**src/rtl/pc_sequencer_pkg.sv**
```systemverilog
// Shared types and defaults for the fetch-side PC sequencer.
package pc_seq_pkg;

  typedef enum logic [1:0] {
    S_IDLE = 2'd0,
    S_REQ  = 2'd1,
    S_OUT  = 2'd2
  } state_e;

  localparam logic [31:0] DEF_RESET_PC    = 32'hBFC0_0000;
  localparam logic [31:0] DEF_EXC_VEC     = 32'hBFC0_0380;
  localparam int unsigned DEF_ACK_TIMEOUT = 16;

  // Wide enough for any ACK_TIMEOUT in 2..255.
  localparam int unsigned TO_CNT_W = 8;

endpackage

```
**src/rtl/pc_sequencer_add4.sv**
```systemverilog
// Add_4: PC incrementer producing pc + 4 modulo 2^32.
module Add_4 (
  input  logic [31:0] a_i,
  output logic [31:0] sum_o
);

  assign sum_o = a_i + 32'd4;

endmodule

```
**src/rtl/pc_sequencer.sv**
```systemverilog
// pc_sequencer: owns the PC, runs the instruction-memory req/ack handshake
// and picks the next PC (sequential, branch/jump target, exception vector).
// Optional exception redirect is enabled by defining PC_SEQ_EXC_EN.
module pc_sequencer
  import pc_seq_pkg::*;
#(
  parameter logic [31:0] RESET_PC    = DEF_RESET_PC,
  parameter int unsigned ACK_TIMEOUT = DEF_ACK_TIMEOUT
`ifdef PC_SEQ_EXC_EN
  ,
  parameter logic [31:0] EXC_VEC     = DEF_EXC_VEC
`endif
) (
  input  logic        clk,
  input  logic        rst,
  input  logic        stall,
  input  logic        br_taken,
  input  logic [31:0] br_target,
  input  logic        jump,
  input  logic [31:0] jump_target,
`ifdef PC_SEQ_EXC_EN
  input  logic        exc_req,
`endif
  output logic        inst_req,
  output logic [31:0] inst_addr,
  input  logic        inst_ack,
  input  logic [31:0] inst_rdata,
  output logic        inst_valid,
  output logic [31:0] inst,
  output logic [31:0] pc_out,
  output logic [31:0] pc_plus4,
  output logic        fetch_err
);

  localparam logic [TO_CNT_W-1:0] TO_LIMIT = TO_CNT_W'(ACK_TIMEOUT);

  state_e              state_q, state_d;
  logic [31:0]         pc_q, pc_d;
  logic [31:0]         inst_q, inst_d;
  logic                pend_vld_q, pend_vld_d;
  logic [31:0]         pend_tgt_q, pend_tgt_d;
  logic [TO_CNT_W-1:0] cnt_q, cnt_d;
  logic                err_q, err_d;
`ifdef PC_SEQ_EXC_EN
  logic                disc_q, disc_d;
`endif

  logic [31:0] pc_inc;
  logic        redir_vld;
  logic [31:0] redir_tgt;
  logic [31:0] next_pc;

  Add_4 u_add4 (
    .a_i  (pc_q),
    .sum_o(pc_inc)
  );

  // Incoming redirect this cycle (jump wins) and the PC the next advance uses;
  // a same-cycle redirect overrides any older pending target.
  always_comb begin
    redir_vld = jump | br_taken;
    redir_tgt = jump ? jump_target : br_target;
    next_pc   = pc_inc;
    if (redir_vld) begin
      next_pc = redir_tgt;
    end else if (pend_vld_q) begin
      next_pc = pend_tgt_q;
    end
  end

  // FSM next-state, PC/instruction update, redirect capture and ack timeout.
  always_comb begin
    state_d    = state_q;
    pc_d       = pc_q;
    inst_d     = inst_q;
    pend_vld_d = pend_vld_q;
    pend_tgt_d = pend_tgt_q;
    cnt_d      = cnt_q;
    err_d      = err_q;
`ifdef PC_SEQ_EXC_EN
    disc_d     = disc_q;
`endif

    if (redir_vld) begin
      pend_vld_d = 1'b1;
      pend_tgt_d = redir_tgt;
    end

    case (state_q)
      S_IDLE: state_d = S_REQ;
      S_REQ: begin
        if (inst_ack) begin
          cnt_d   = '0;
          inst_d  = inst_rdata;
          state_d = S_OUT;
        end else if (cnt_q != TO_LIMIT) begin
          cnt_d = cnt_q + 1'b1;
        end
      end
      S_OUT: begin
        if (!stall) begin
          pc_d       = next_pc;
          pend_vld_d = 1'b0;
          state_d    = S_REQ;
        end
      end
      default: state_d = S_IDLE;
    endcase

    if (cnt_d == TO_LIMIT) begin
      err_d = 1'b1;
    end

`ifdef PC_SEQ_EXC_EN
    // Exception overrides the normal paths: a word already in flight is still
    // acked by memory but dropped, then the vector is fetched.
    if (exc_req) begin
      pend_vld_d = 1'b0;
      case (state_q)
        S_IDLE: pc_d = EXC_VEC;
        S_REQ: begin
          if (inst_ack) begin
            inst_d  = inst_q;
            pc_d    = EXC_VEC;
            state_d = S_REQ;
            disc_d  = 1'b0;
          end else begin
            disc_d = 1'b1;
          end
        end
        S_OUT: begin
          pc_d    = EXC_VEC;
          state_d = S_REQ;
        end
        default: ;
      endcase
    end else if (disc_q && (state_q == S_REQ) && inst_ack) begin
      inst_d  = inst_q;
      pc_d    = EXC_VEC;
      state_d = S_REQ;
      disc_d  = 1'b0;
    end
`endif
  end

  // State and datapath registers; reset drops the request immediately.
  always_ff @(posedge clk or negedge rst) begin
    if (!rst) begin
      state_q    <= S_IDLE;
      pc_q       <= RESET_PC;
      inst_q     <= '0;
      pend_vld_q <= 1'b0;
      pend_tgt_q <= '0;
      cnt_q      <= '0;
      err_q      <= 1'b0;
`ifdef PC_SEQ_EXC_EN
      disc_q     <= 1'b0;
`endif
    end else begin
      state_q    <= state_d;
      pc_q       <= pc_d;
      inst_q     <= inst_d;
      pend_vld_q <= pend_vld_d;
      pend_tgt_q <= pend_tgt_d;
      cnt_q      <= cnt_d;
      err_q      <= err_d;
`ifdef PC_SEQ_EXC_EN
      disc_q     <= disc_d;
`endif
    end
  end

  assign inst_req   = (state_q == S_REQ);
  assign inst_valid = (state_q == S_OUT);
  assign inst_addr  = pc_q;
  assign pc_out     = pc_q;
  assign pc_plus4   = pc_inc;
  assign inst       = inst_q;
  assign fetch_err  = err_q;

endmodule

```
**config.mk**
```make
export PLATFORM = sky130hd
export DESIGN_NAME = pc_sequencer
export DESIGN_NICKNAME = d
export VERILOG_FILES = /design/src/rtl/pc_sequencer_pkg.sv /design/src/rtl/pc_sequencer_add4.sv /design/src/rtl/pc_sequencer.sv
export SDC_FILE = /design/constraint.sdc
export NUM_CORES = 1
export LEC_CHECK = 0
export CAP_MARGIN = 10
export CORE_UTILIZATION = 41
export DETAILED_ROUTE_END_ITERATION = 6
export GPL_TIMING_DRIVEN = 0
export HOLD_SLACK_MARGIN = 0.03
export PLACE_DENSITY = 0.81
export SLEW_MARGIN = 20
export SYNTH_ARGS = -nofsm -noshare
export SYNTH_HDL_FRONTEND = slang
export SYNTH_HIERARCHICAL = 1
export SYNTH_SLANG_ARGS = --single-unit
```
**constraint.sdc**
```tcl
create_clock -name clk -period 2 [get_ports clk]
set_input_delay 0.6 -clock clk [delete_from_list [all_inputs] [get_ports clk]]
set_output_delay 0.6 -clock clk [all_outputs]
set_load 0.05 [all_outputs]
```
==> results by group <==
Outcome
  • Status: finished, violations left
  • Failing checks: setup timing

GRT
  • Vias in the first global route: 6344
  • Antenna violations before repair: 0
  • Largest net degree at the start of global routing: 67
  • Aggregate global-route resource usage: 27.1%
  • First-pass GRT wire length: 33100 um
  • Gr ovfl total: 0

Drt
  • First DRT Iteration DRCs: 304
  • Antenna-violating nets left: 0
  • First-pass iteration count of the detailed router: 4
  • Routed vias/inst: 5.41
  • DR WL/cell: 18.8 um
  • Routed wire length: 21200 um
  • DR DRC count: 0
  • DR vias: 6073

Clock network
  • Num CTS Buffers: 9
  • Root Driver: clkbuf_16
  • CTS H-tree lvls: 3
  • Post-CTS Hold Buffers: 0
  • Clock tree from TritonCTS: yes
  • Clock Path Buffers: 2
  • CTS sink count: 108
  • CTS clk-pin slew, worst paths: 0.07 ns
  • Clk_lat worst skew: 0.35 ns

Yosys
  • Cells after Synth: 615
  • Post-synth top area share: 40.3%
  • Ranking of synthesized cells by area: dfrtp_1 40%, mux2i_1 10%, mux2_2 5.9%
  • Synth top cells by count: 99 x dfrtp_1, 64 x mux2i_1, 49 x nand2_1
  • Synth Area in Adders: 0.610%
  • Synth Area in XOR/XNOR: 3.98%
  • Most common cell in the netlist: dfrtp_1
  • Synth warn: 6
  • Multiplexer share of the synthesized area: 16.3%
  • Syn Std Cell Area: 6150 sq um
  • Synthesized Nets: 720
  • Fraction of registers with async set/reset: 100%
  • Complex-gate fraction of the synthesized area: 15.9%
  • Seq/Total Area, Yosys: 44.1%
  • Mean Syn Cell Area: 10.0 sq um
  • Unique masters post-synth: 48
  • Ys flop type: dfrtp_1
  • Simple-gate portion of the synthesized area: 11.6%
  • Post-synth EDFFs: 0
  • Largest family of logic cells by synthesized area: multiplexers
  • Yosys top cell by area: dfrtp_1
  • Yosys reg bits: 108

Die
  • # IOs: 233
  • # rows: 44
  • Starting Density: 42.2%
  • Full die area: 15500 sq um
  • DIE HEIGHT: 125 um
  • CORE AREA: 14600 sq um
  • Die Width: 125 um

Critical path
  • R2R Setup Slk: -0.37 ns
  • Crit. End Element: primary output
  • Setup crit start kind: register
  • Worst Path Arrival: 2.18 ns
  • Worst path required time: 1.40 ns
  • Reg2reg end: inst_addr[27]
  • Crit-path max FO: 7
  • RR Startpoint: inst_addr[4]
  • Kind of critical path: reg2out
  • R2R cell count: 13

Final layout
  • Nets@finish: 1039
  • Layout cells sized above 1: 39.7%
  • Final std cells w/o fill: 1123
  • Number of fill cells: 1070
  • Area delta synth->final: 69.0%
  • Final core utilization: 71.3%
  • ANT cells: 0

STA
  • Worst-margin pin slew: 0.704 ns
  • Fin. max-slew vios: 0
  • Achievable Freq: 360 MHz
  • Fin crit share: 139%
  • Tmin final: 2.78 ns
  • Fin. Hold Viols: 0
  • Worst Setup Slack, final: -0.778 ns
  • Setup Skew: 0.00995 ns
  • Unrepaired setup endpoints after global routing: yes
  • Setup violators final: 53
  • Relative slew slack: 53.1%

Pwr
  • Max IR drop VDD: 0.00120 V
  • Total power: 0.0187 W
  • Pwr/cell area: 1800 nW/um^2
  • Leakage: 4.69 nW

Flow run
  • Max Cap Violations: 0

Placed design
  • # placed instances: 1030
  • IO Port Bufs: 230
  • Hpwl dp: 14100 um
  • Pre-CTS WS: -1.54 ns
  • Gpl congestion: 0.921

Min path
  • Hold Crit Class: in2async
-- power by group --
group,leakage [nW],switching (W),internal (W)
Sequential,1.25,0.000897,0.00311
Combinational,3.30,0.00791,0.00497
Clock,0.148,0.000826,0.000962
Total,4.69,0.00964,0.00904
-- worst max-delay path by stage --
stage	start	depth (start not counted)	slack [ns]	end
3_3_place_gp	rst	1	-4.63	inst_addr[10]
3_5_place_dp	inst_addr[5]	5	-1.54	pc_plus4[31]
6_report	inst_addr[4]	7	-0.78	pc_plus4[25]
5_1_grt	inst_addr[4]	7	-0.89	pc_plus4[21]
4_1_cts	inst_addr[5]	7	-0.77	pc_plus4[31]
2_1_floorplan	inst_addr[12]	9	-0.64	inst_addr[25]
-- cell usage in the layout, fill, tap and decap left out, drive strengths merged, types with 25 or more instances in the layout --
cell type,synthesis,routed
o21a,33,33
nor2,45,45
dfrtp,99,99
clkbuf,23,43
clkdlybuf4s50,0,97
o211ai,32,32
clkdlybuf4s15,0,25
mux2,32,32
o21ai,39,39
nand2,49,49
dlygate4sd2,0,39
buf,50,189
mux2i,64,64
a21oi,34,34
-- metrics by stage --
step                area, sq um  hold slack, ns  TNS [ns]
floorplan                  6710           0.304    -23.99
global placement           9240           0.450   -471.56
detailed placement         9270           0.456    -59.08
CTS                       10100           0.162    -18.30
global route              10400           0.180    -26.92
finish                    10400           0.158    -21.53
-- per-layer routing --
layer / track usage [%] / up-vias / wire (um)
met5: 0 / - / 0
met4: 9.92 / 0 / 533
met3: 7.04 / 46 / 1740
met2: 46.4 / 282 / 10700
met1: 32.7 / 2935 / 8150
li1: - / 2810 / -
-- logic make-up (layout without fill, tap and decap cells) --
family / after synthesis / count (layout)
AOI/OAI and AO/OA: 152 / 152
and+or+nand+nor: 146 / 146
DFF: 108 / 108
muxes: 96 / 96
buffers and inverters: 82 / 406
xor gates and xnor gates: 28 / 28
adders and majority gates: 3 / 3
-- registers in the layout, indices dropped and copies added (netlist names) --
name / count
state_q: 2
inst: 32
pend_tgt_q: 32
fetch_err: 1
inst_addr: 32
cnt_q: 8
pend_vld_q: 1
-- final cells by class --
| class | count | area (sq um) | share of cell area [%] |
|---|---|---|---|
| clock inverters | 4 | 27.5 | 0.265 |
| repair buffers | 309 | 2930 | 28.2 |
| well taps | 184 | 230 | 2.21 |
| multi-input cells | 425 | 3710 | 35.7 |
| clock buffers | 12 | 268 | 2.57 |
| inverters | 9 | 38.8 | 0.373 |
| plain buffers | 72 | 440 | 4.23 |
| flip-flops and latches | 108 | 2760 | 26.5 |
-- critical path: stages (launching register included) --
cell     delay [ns]
dfrtp_2        0.41
nand4_1        0.14
buf_6          0.16
nor4_4         0.30
buf_12         0.17
nand4_1        0.19
xnor2_4        0.25
buf_6          0.18
-- what timing repair did --
| action | 4_1_cts | 5_1_grt |
|---|---|---|
| buffers inserted | 45 | 35 |
| setup endpoints to repair | 164 | 87 |
| gates resized for setup | 535 | 70 |
| gates cloned | 0 | 0 |
| pin swaps | 36 | 34 |
(Power assumes the default switching activity.)
